$ cat src/rtl/sha256_msg_ctrl_if.sv
// rtl/sha256_msg_ctrl_if.sv - byte-stream and core handshake bundle for sha256_msg_ctrl (option: SHA256_MSG_CTRL_ABORT_EN)
interface sha256_msg_ctrl_if;
  logic [7:0]   i_byte;
  logic         i_valid;
  logic         o_ready;
  logic         i_eom;
  logic [511:0] o_blk;
  logic         o_core_start;
  logic         o_core_init;
  logic         i_core_done;
  logic         o_busy;
  logic         o_msg_done;
`ifdef SHA256_MSG_CTRL_ABORT_EN
  logic         i_abort;

  modport master (
    output i_byte, i_valid, i_eom, i_core_done, i_abort,
    input  o_ready, o_blk, o_core_start, o_core_init, o_busy, o_msg_done
  );

  modport slave (
    input  i_byte, i_valid, i_eom, i_core_done, i_abort,
    output o_ready, o_blk, o_core_start, o_core_init, o_busy, o_msg_done
  );
`else
  modport master (
    output i_byte, i_valid, i_eom, i_core_done,
    input  o_ready, o_blk, o_core_start, o_core_init, o_busy, o_msg_done
  );

  modport slave (
    input  i_byte, i_valid, i_eom, i_core_done,
    output o_ready, o_blk, o_core_start, o_core_init, o_busy, o_msg_done
  );
`endif
endinterface

$ cat src/rtl/sha256_msg_ctrl.sv
// rtl/sha256_msg_ctrl.sv - SHA-256 message padding, length append and block sequencer (option: SHA256_MSG_CTRL_ABORT_EN)
module sha256_msg_ctrl #(
  parameter int LEN_W = 64
) (
  input  logic             i_clk,
  input  logic             i_rst,
  sha256_msg_ctrl_if.slave bus
);

  typedef enum logic [2:0] {IDLE, FILL, PAD, LEN, SEND, WAIT, DONE} state_t;

  state_t           state;
  // Block buffer doubles as the o_blk register; element 63 is byte 0 (MSB).
  logic [63:0][7:0] buffer;
  logic [6:0]       idx;
  logic [LEN_W-1:0] bitcnt;
  logic             first;
  logic             eom_seen;
  logic             last;
  logic             pad80_done;
  logic             ready;
  logic             busy;
  logic             core_start;
  logic             core_init;
  logic             msg_done;
  logic             accept;
  logic [5:0]       wr_sel;

  assign accept = bus.i_valid & ready;
  // Byte position idx maps to packed element 63-idx so byte 0 lands in [511:504].
  assign wr_sel = 6'd63 - idx[5:0];

  assign bus.o_ready      = ready;
  assign bus.o_blk        = buffer;
  assign bus.o_core_start = core_start;
  assign bus.o_core_init  = core_init;
  assign bus.o_busy       = busy;
  assign bus.o_msg_done   = msg_done;

  // Message sequencer: fill, pad, append length, issue block, wait for the core.
  always_ff @(posedge i_clk or posedge i_rst) begin
    if (i_rst) begin
      state      <= IDLE;
      buffer     <= '0;
      idx        <= '0;
      bitcnt     <= '0;
      first      <= 1'b1;
      eom_seen   <= 1'b0;
      last       <= 1'b0;
      pad80_done <= 1'b0;
      ready      <= 1'b0;
      busy       <= 1'b0;
      core_start <= 1'b0;
      core_init  <= 1'b0;
      msg_done   <= 1'b0;
    end else begin
      ready      <= 1'b0;
      core_start <= 1'b0;
      msg_done   <= 1'b0;
`ifdef SHA256_MSG_CTRL_ABORT_EN
      if (bus.i_abort && state != IDLE) begin
        state      <= IDLE;
        idx        <= '0;
        bitcnt     <= '0;
        first      <= 1'b1;
        eom_seen   <= 1'b0;
        last       <= 1'b0;
        pad80_done <= 1'b0;
        ready      <= 1'b1;
        busy       <= 1'b0;
      end else
`else
      // Without the abort option only reset can cancel a message.
`endif
      begin
        case (state)
          IDLE: begin
            ready <= 1'b1;
            busy  <= 1'b0;
            if (accept) begin
              buffer[6'd63] <= bus.i_byte;
              idx           <= 7'd1;
              bitcnt        <= LEN_W'(8);
              busy          <= 1'b1;
              if (bus.i_eom) begin
                eom_seen <= 1'b1;
                ready    <= 1'b0;
                state    <= PAD;
              end else begin
                state <= FILL;
              end
            end else if (bus.i_eom) begin
              eom_seen <= 1'b1;
              busy     <= 1'b1;
              ready    <= 1'b0;
              state    <= PAD;
            end
          end

          FILL: begin
            if (bus.i_eom) eom_seen <= 1'b1;
            if (accept) begin
              buffer[wr_sel] <= bus.i_byte;
              idx            <= idx + 7'd1;
              bitcnt         <= bitcnt + LEN_W'(8);
              if (idx == 7'd63) state <= SEND;
              else if (bus.i_eom) state <= PAD;
              else ready <= 1'b1;
            end else if (bus.i_eom) begin
              state <= PAD;
            end else begin
              ready <= 1'b1;
            end
          end

          PAD: begin
            buffer[wr_sel] <= pad80_done ? 8'h00 : 8'h80;
            pad80_done     <= 1'b1;
            idx            <= idx + 7'd1;
            if (idx == 7'd55) state <= LEN;
            else if (idx == 7'd63) state <= SEND;
          end

          LEN: begin
            buffer[7:0] <= 64'(bitcnt);
            last        <= 1'b1;
            state       <= SEND;
          end

          SEND: begin
            core_start <= 1'b1;
            core_init  <= first;
            first      <= 1'b0;
            state      <= WAIT;
          end

          WAIT: begin
            if (bus.i_core_done) begin
              if (last) begin
                msg_done <= 1'b1;
                state    <= DONE;
              end else begin
                idx <= '0;
                if (eom_seen) begin
                  state <= PAD;
                end else begin
                  ready <= 1'b1;
                  state <= FILL;
                end
              end
            end
          end

          DONE: begin
            idx        <= '0;
            bitcnt     <= '0;
            first      <= 1'b1;
            eom_seen   <= 1'b0;
            last       <= 1'b0;
            pad80_done <= 1'b0;
            busy       <= 1'b0;
            ready      <= 1'b1;
            state      <= IDLE;
          end

          default: state <= IDLE;
        endcase
      end
    end
  end

endmodule

$ cat src/flat_wrapper.sv
// flat-port wrapper written by rule: the top's interface ports become plain ports
module sha256_msg_ctrl_flat 
#(
  parameter int LEN_W = 64
)
  (i_clk, i_rst, bus_i_byte, bus_i_valid, bus_i_eom, bus_i_core_done, bus_o_ready, bus_o_blk, bus_o_core_start, bus_o_core_init, bus_o_busy, bus_o_msg_done);
  sha256_msg_ctrl_if bus_i ();
  input  logic i_clk;
  input  logic i_rst;
  input wire logic [$bits(bus_i.i_byte)-1:0] bus_i_byte;
  input wire logic [$bits(bus_i.i_valid)-1:0] bus_i_valid;
  input wire logic [$bits(bus_i.i_eom)-1:0] bus_i_eom;
  input wire logic [$bits(bus_i.i_core_done)-1:0] bus_i_core_done;
  output wire logic [$bits(bus_i.o_ready)-1:0] bus_o_ready;
  output wire logic [$bits(bus_i.o_blk)-1:0] bus_o_blk;
  output wire logic [$bits(bus_i.o_core_start)-1:0] bus_o_core_start;
  output wire logic [$bits(bus_i.o_core_init)-1:0] bus_o_core_init;
  output wire logic [$bits(bus_i.o_busy)-1:0] bus_o_busy;
  output wire logic [$bits(bus_i.o_msg_done)-1:0] bus_o_msg_done;
  assign bus_i.i_byte = bus_i_byte;
  assign bus_i.i_valid = bus_i_valid;
  assign bus_i.i_eom = bus_i_eom;
  assign bus_i.i_core_done = bus_i_core_done;
  assign bus_o_ready = bus_i.o_ready;
  assign bus_o_blk = bus_i.o_blk;
  assign bus_o_core_start = bus_i.o_core_start;
  assign bus_o_core_init = bus_i.o_core_init;
  assign bus_o_busy = bus_i.o_busy;
  assign bus_o_msg_done = bus_i.o_msg_done;
  sha256_msg_ctrl #(.LEN_W(LEN_W)) u_core (.i_clk(i_clk), .i_rst(i_rst), .bus(bus_i));
endmodule
$ cat config.mk
export PLATFORM = sky130hd
export DESIGN_NAME = sha256_msg_ctrl_flat
export DESIGN_NICKNAME = d
export VERILOG_FILES = /design/src/rtl/sha256_msg_ctrl_if.sv /design/src/rtl/sha256_msg_ctrl.sv /design/src/flat_wrapper.sv
export SDC_FILE = /design/constraint.sdc
export NUM_CORES = 1
export LEC_CHECK = 0
export CAP_MARGIN = 20
export CORE_MARGIN = 1.5
export CORE_UTILIZATION = 46
export CTS_CLUSTER_SIZE = 16
export DETAILED_ROUTE_END_ITERATION = 8
export GPL_ROUTABILITY_DRIVEN = 0
export PLACE_DENSITY_LB_ADDON = 0.15
export SLEW_MARGIN = 20
export SYNTH_ARGS = -nofsm -noshare
export SYNTH_HDL_FRONTEND = slang
export SYNTH_SLANG_ARGS = --single-unit
$ cat constraint.sdc
create_clock -name i_clk -period 17.5 [get_ports i_clk]
set_clock_uncertainty 0.15 [all_clocks]
set_input_delay 1.75 -clock i_clk [delete_from_list [all_inputs] [get_ports i_clk]]
set_output_delay 1.75 -clock i_clk [all_outputs]
set_load 0.01 [all_outputs]
---- Yosys cells after proc, flatten, opt, wreduce, memory -nomap -nowiden ----
Cells that the tools add are included.
cells by class
  add/sub/neg operators ................... 3
  mux-type cells .......................... 48
  bitwise operators ....................... 1
  reduce and logical (&&, ||, !) cells .... 20
  equality and inequality tests ........... 14
  order comparisons ....................... 2
operators by type and width
  kind                     number
  $bwmux W512              2
  $pmux W440 S2            1
  $mux W512                1
  $pmux W64 S3             2
  $mux W64                 2
  $add A64 B4 Y64 const B  1
  $demux W8 S6             1
  $pmux W7 S5              1
  $mux W7                  4
  $mux W3                  8
  $mux W8                  3
  $pmux W8 S3              1
  $pmux W3 S6              1
  $eq A7 B6 Y1 const B     2
  $mux W1                  13
  $reduce_bool A2 Y1       6
  $pmux W1 S2              5
  $eq A3 B3 Y1 const B     3
  $reduce_bool A3 Y1       3
  $reduce_and A2 Y1        4
  $add A7 B1 Y7 const B    1
  $lt A6 B7 Y1 const B     1
  $eq A3 B2 Y1 const B     2
  $ge A6 B1 Y1 const B     1
  other kinds (14)         19
word-level totals
  input port bits ......................... 13
  flip-flop bits (word level) ............. 595
  output and inout bits ................... 517

---- Longest topological paths before layout ----
Gate-level depths: netlist (run 1).
  word-level depth ........................ 8
  mapped depth ............................ 10
  mapped depth without buffers ............ 6

---- Worst setup path before layout (run 1) ----
Ideal clock, no wire load.
  path type ............................... in2reg
  start point ............................. input bus_i_valid
  end point ............................... register u_core.buffer (netlist bit u_core.bus.o_blk[288])
  required time ........................... 17,225 ps
  cell stages on the path ................. 6
  buffers on the path ..................... 1
  path slack .............................. 14,112 ps
  arrival ................................. 3,113 ps
  cell sequence ........................... nand4b_4 -> a21oi_1 -> buf_2 -> nand2_1 -> nor3_4 -> mux2_2
between the ends
  cells in the longest elaborated chain, start to end .. 3
RTL lines
  item                                line                    RTL
  from (decl)                         flat_wrapper.sv:11      input wire logic [$bits(bus_i.i_valid)-1:0] bus_i_valid;
  $and A1 B1 Y1                       sha256_msg_ctrl.sv:29   assign accept = bus.i_valid & ready;
  $ne A2 B1 Y1 (no source line)       n/a
  $reduce_and A2 Y1 (no source line)  n/a
  to (signal, indexed assignment)     sha256_msg_ctrl.sv:81   buffer[6'd63] <= bus.i_byte;
  to (signal, indexed assignment)     sha256_msg_ctrl.sv:103  buffer[wr_sel] <= bus.i_byte;
  to (signal, indexed assignment)     sha256_msg_ctrl.sv:117  buffer[wr_sel] <= pad80_done ? 8'h00 : 8'h80;
  to (decl)                           sha256_msg_ctrl.sv:14   logic [63:0][7:0] buffer;
Every way passes these cells.
A chain may end at the register's enable or synchronous reset.

==> results of run 1 <==
==> report_power, final <==
group          internal (mW)  switching [mW]
Clock                  0.784           0.553
Combinational          0.282           0.525
Sequential              1.47          0.0940
==> through the flow <==
step                      hold WS (ns)  power (mW)  utilization  setup WS (ns)
after global routing            0.3416       3.853       0.6192          12.59
after global placement          0.3108       2.385       0.5783          12.35
after CTS                       0.3329       3.740       0.6191          12.97
after floorplan                 0.2981       1.972            -          7.529
after detailed placement        0.3193       2.402       0.5783          12.29
final                           0.3226       3.713       0.6192          13.08
==> worst max path at each step <==
stage          startpoint                     to  depth (start not counted)
6_report            i_rst  u_core.bus.o_blk[214]                          5
5_1_grt             i_rst  u_core.bus.o_blk[215]                          5
4_1_cts             i_rst  u_core.bus.o_blk[208]                          5
3_5_place_dp        i_rst  u_core.bus.o_blk[208]                          5
3_3_place_gp        i_rst  u_core.bus.o_blk[208]                          5
2_1_floorplan       i_rst      u_core.bitcnt[10]                          1
==> worst max-delay path: cells and delay by family <==
kind	cells	cell delay, ns
buf+inv	5	2.87
==> layer usage <==
layer	GRT usage	up-vias	part of all wire
met5	0	-	0
met4	0.1136	0	0.038
met3	0.07403	132	0.076
met2	0.4764	730	0.48
met1	0.3744	9446	0.41
li1	-	8588	-
==> synthesized netlist by cell type (6+ instances only) <==
master | n | area (um2)
or4_1 | 10 | 75.07
o31ai_1 | 12 | 90.09
and3_1 | 11 | 68.82
nand3_1 | 49 | 245.2
nor2_1 | 108 | 405.4
nand2_1 | 464 | 1742
nand2b_1 | 8 | 50.05
o21ai_0 | 376 | 1882
clkbuf_1 | 112 | 420.4
nand4_1 | 24 | 150.1
and2_0 | 7 | 43.79
a22oi_1 | 22 | 165.2
mux2_2 | 114 | 1284
nor3_4 | 6 | 97.59
buf_2 | 25 | 125.1
a21oi_1 | 43 | 215.2
xor2_1 | 9 | 78.83
nor3_1 | 33 | 165.2
or3_1 | 18 | 112.6
a31oi_1 | 6 | 37.54
dfrtp_1 | 591 | 14790
a221o_1 | 38 | 380.4
and2_1 | 7 | 43.79
inv_1 | 15 | 56.30
xnor2_1 | 18 | 157.7
==> state kept, by name, indices dropped and copies added (netlist names), 3 cells and up <==
signal	flops
u_core.bus.o_blk	512
u_core.bitcnt	61
u_core.idx	7
u_core.state	3
==> layout by cell type, fill, tap and decap left out, types with 4 or more instances in the layout <==
| cell | count |
|---|---|
| and2_0 | 6 |
| clkdlybuf4s50_1 | 529 |
| dfrtp_1 | 591 |
| and2_1 | 7 |
| a31oi_1 | 6 |
| nand2_1 | 457 |
| buf_4 | 27 |
| a21oi_1 | 40 |
| xor2_1 | 9 |
| o31ai_1 | 12 |
| xnor2_1 | 18 |
| nor2b_1 | 5 |
| clkinv_4 | 4 |
| or4_1 | 10 |
| bufinv_16 | 6 |
| o21ai_0 | 376 |
| clkinvlp_4 | 6 |
| a21o_1 | 4 |
| inv_6 | 5 |
| nand2_2 | 7 |
| mux2i_1 | 5 |
| nor3_4 | 6 |
| nor4_1 | 4 |
| clkbuf_16 | 61 |
| nor2_1 | 108 |
| clkbuf_8 | 13 |
| nand3_1 | 49 |
| nand4_1 | 24 |
| clkbuf_1 | 6 |
| nor3_1 | 31 |
| a22oi_1 | 22 |
| clkinv_2 | 12 |
| a221o_1 | 38 |
| or3_1 | 18 |
| and3_1 | 11 |
| nand2b_1 | 8 |
| inv_1 | 14 |
| mux2_2 | 114 |
==> kinds of logic after synthesis <==
group,Yosys count,share of synthesized area
adder cells (fa/ha/maj),2,0.001055
multiplexers,119,0.05622
AO/OA/AOI/OAI,524,0.1296
XOR/XNOR,27,0.009968
AND/OR/NAND/NOR,780,0.1499
flip-flops,592,0.6245
buffers and inverters,165,0.02880
==> area by class of cell <==
class / count / area share
Antenna cell: 1 / 0.00007909
Clock buffer: 80 / 0.05461
Clock inverter: 32 / 0.01127
Inverter: 15 / 0.001898
Multi-Input combinational cell: 1452 / 0.2620
Sequential cell: 592 / 0.4683
Tap cell: 680 / 0.02689
Timing Repair Buffer: 558 / 0.1750
==> results.yml, run 1 <==
worst_hold_path:
  hold_depth: 2
  holdCritStartpoint: "u_core.bus.o_blk[101]"
  min_to: "u_core.bus.o_blk[101]"
  hp-class: "reg2reg"
timing:
  setup_viol: 0
  max_slew_margin: 0.2479
  fmax_mhz: 226.2
  timing.final.crit_share: 0.2526
  finalHoldViolations: 0
  finalMaxSlewViolations: 0
  layout_min_cycle_time_ns: 4.421
  worst_slew_pin_slew_ns: 1.119
  rsz0062_at_grt: "no"
  setup_tns_ns: 0
yosys:
  synth_edf_count: 0
  syn-instance-count: 2209
  yosysSeqAreaShare: 0.6245
  synth_ff_type: "dfrtp_1"
  synth.avg_cell_area_um2: 10.74
  synth_area_mm2: 0.02372
  syn_nets: 2224
  ys_warn_count: 0
  synthArstFlopShare: 1.000
  ys_seq_elements: 592
  synthDistinctLibCells: 67
final_layout:
  fin_area_mm2: 0.03164
  multi_input_area_mm2: 0.008288
  layout.nets: 2694
  drive_above_1_share: 0.1063
  fin_cells: 3410
  fillers: 4257
  area_growth_pct: 33.36
  final-seq-area_mm2: 0.01482
grt:
  antenna_found_initial: 2
  grt_pass1_wl_um: 117100
  grt_overflow: 0
  grt_pass1_vias: 18667
  grt_max_degree: 187
  globalRouteTotalUtil: 0.2920
setup_path:
  critPathRequiredTime_ns: 17.95
  critPathSlowestCell: "buf_4"
  crit_type: "in2async"
  worstPathCellList: "clkdlybuf4s50_1, clkinvlp_4, buf_12, buf_4, buf_4"
  startpoint_type: "primary input"
  reg2reg_to: "u_core.bus.o_blk[78]"
  arrival_ns: 4.88
  cp-end-kind: "asynchronous set/reset pin"
  rr_startpoint: "u_core.state[1]"
  worstPathMaxFanout: 184
  rr_worst_depth: 5
  max_stage_delay_ns: 0.87
  critPathMostFrequentCell: "buf_4"
  reg2reg_slack_ns: 14.02
route:
  viasPerCell: 5.541
  vias: 18896
  firstDrtPassIters: 5
  ant_nets: 0
  drt_iter0_markers: 1276
  routedWlPerCell_um: 22.77
  wl_um: 77640
  drc: 0
cts:
  cts_made_buffers: 60
  hold_buffers: 0
  cts.htree.levels: 2
  cts-root-buf: "clkbuf_16"
  cts_tree: "done"
  cts.sinks: 592
  clk_latency_ns: 0.62
  cts_resized: 0
  clk_pin_slew_worst_paths_ns: 0.06
  postCtsSetupRepairBufs: 0
  clockBufferDepth: 3
placed_design:
  hpwl_um: 52060
  port_buffers: 529
  dp_cells: 3297
  place_area_mm2: 0.02955
pwr:
  ir_drop_v: 0.00008190
  p_leak_nw: 13.85
  power_density_mw_per_mm2: 117.3
floorplanning:
  die_x_um: 230.1
  fp.dieH_um: 230.1
  floorplan.initialDensity: 0.4643
  rows: 83
  die-area_mm2: 0.05295
  core_mm2: 0.05109
  ios: 530
run:
  drv_cap: 0
outcome:
  outcome: "finished, final reports clean"
No activity file was read; power rests on OpenSTA's default activity.
==> inputs of run 2 (changes only) <==
- clock period: 17.5 -> 4 ns (I/O delays scaled with it)
==> results.yml, run 2 (synthesized netlist as in run 1, its figures left out) <==
grt:
  use_met2: 0.4722
  grt_pass1_wl_um: 119200
  grt_pass1_vias: 18884
  grtUsageMet1: 0.3869
  grt_overflow: 0
  busiest_layer: "met2"
  grt_max_degree: 116
  globalRouteTotalUtil: 0.2959
  antenna_found_initial: 2
  gr-usage-met3: 0.07602
final_layout:
  largest_register_ffs: 512
  mostFrequentLayoutCell: "dfrtp_1"
  drive_above_1_share: 0.1084
  fin_area_mm2: 0.03186
  layout.nets: 2721
  final_cell_mix: "dfrtp_1, clkdlybuf4s50_1, nand2_1"
  area_growth_pct: 34.28
  fillers: 4218
worst_hold_path:
  hp-class: "in2async"
timing:
  setup_viol: 0
  finalMaxSlewViolations: 0
  holdWs_ns: 0.04283
  layout_min_cycle_time_ns: 3.207
  worst_slew_pin_slew_ns: 0.9698
  worst_slack_ns: 0.7927
  timing.final.crit_share: 0.8018
  max_slew_margin: 0.3507
  rsz0062_at_grt: "no"
  finalHoldViolations: 0
  fmax_mhz: 311.8
  setup_tns_ns: 0
floorplanning:
  die-area_mm2: 0.05295
  floorplan.initialDensity: 0.4643
  die_x_um: 230.1
  ios: 530
  core_mm2: 0.05109
  rows: 83
  fp.dieH_um: 230.1
cts:
  cts_resized: 0
  cts.htree.levels: 2
  cts-root-buf: "clkbuf_16"
  postCtsSetupRepairBufs: 0
  clockBufferDepth: 3
  cts_tree: "done"
  hold_buffers: 0
  cts_made_buffers: 60
  cts.sinks: 592
  clk_pin_slew_worst_paths_ns: 0.07
  clk_latency_ns: 0.62
setup_path:
  max_stage_delay_ns: 0.91
  reg2reg_slack_ns: 0.79
  startpoint_type: "flop"
  cp_num_buf_inv: 0
  worstPathMaxFanout: 22
  critPathSlowestCell: "dfrtp_1"
  arrival_ns: 3.55
  crit_type: "reg2reg"
  rr_startpoint: "u_core.idx[2]"
  cpLargestDelayFamily: "simple AND/OR/NAND/NOR gates"
  worstPathCellList: "nand4_1, nor3_1, a21oi_1, a221o_1"
  crit_start: "u_core.idx[2]"
  cp-end-kind: "flop"
  critPathRequiredTime_ns: 4.34
route:
  drc: 0
  routedWlPerCell_um: 22.85
  viasPerCell: 5.543
  firstDrtPassIters: 7
  vias: 19012
  drt_iter0_markers: 1354
  wl_um: 78380
  ant_nets: 0
pwr:
  seq_power_share: 0.425
  internal_power_mw: 11.08
  switching_power_mw: 5.034
  ir_drop_v: 0.0004331
  p_comb_frac: 0.229
  p_sw_frac: 0.3124
  power_density_mw_per_mm2: 505.9
  p_leak_nw: 13.98
  p_clk_frac: 0.346
run:
  drv_cap: 0
placed_design:
  hpwl_um: 54540
  place_area_mm2: 0.02991
  dp_slack_ns: 0.6869
  port_buffers: 529
outcome:
  outcome: "finished, final reports clean"
[run 2: changes by cell type in the layout (fill, tap and decap cells not counted), moves of 3 or more]
cell        change
inv_6           -4
clkinvlp_4      -5
clkinv_4        -4
buf_12         +13
clkinv_2        -5
clkbuf_8        +4
buf_4          +14
clkbuf_1       +10
bufinv_16       -3
[run 2: power groups by stage]
stage	logic, mW	registers (mW)	clock network (mW)
6_report	3.69	6.85	5.57
5_1_grt	3.95	6.90	5.88
4_1_cts	3.70	6.85	5.65
3_5_place_dp	3.69	6.95	0
3_3_place_gp	3.64	6.92	0
2_1_floorplan	1.62	7.00	0
[run 2: path summary, 6_finish.rpt]
check                                             end  cells after the start
worst max-delay path             u_core.bus.o_blk[29]                      4
worst min-delay path                u_core.bitcnt[61]                      2
worst max register to register   u_core.bus.o_blk[29]                      4
min in group i_clk               u_core.bus.o_blk[31]                      2
max in group asynchronous       u_core.bus.o_blk[176]                      3
worst min register to register   u_core.bus.o_blk[31]                      2
[run 2: through the flow]
step	total power [mW]	utilization	std cells
2_1_floorplan	8.626	-	2209
3_3_place_gp	10.56	0.5853	3324
3_5_place_dp	10.64	0.5853	3324
4_1_cts	16.20	0.6234	3429
5_1_grt	16.74	0.6235	3430
6_report	16.11	0.6235	3430
[run 2: area by class of cell]
cell class	instances	area (um2)	share of cell area
timing repair buffer	585	5903	0.1853
sequential	592	14820	0.4651
clock inverter	12	150.1	0.004713
tap	680	850.8	0.02671
clock buffer	93	1795	0.05636
inverter	15	60.06	0.001885
antenna	1	2.502	0.00007855
multi-input combinational	1452	8278	0.2599
[run 2: routing by layer]
| metal | up-vias | part of all wire |
|---|---|---|
| li1 | 8641 | - |
| met1 | 9529 | 0.41 |
| met2 | 699 | 0.47 |
| met3 | 143 | 0.077 |
| met4 | 0 | 0.037 |
| met5 | - | 0 |
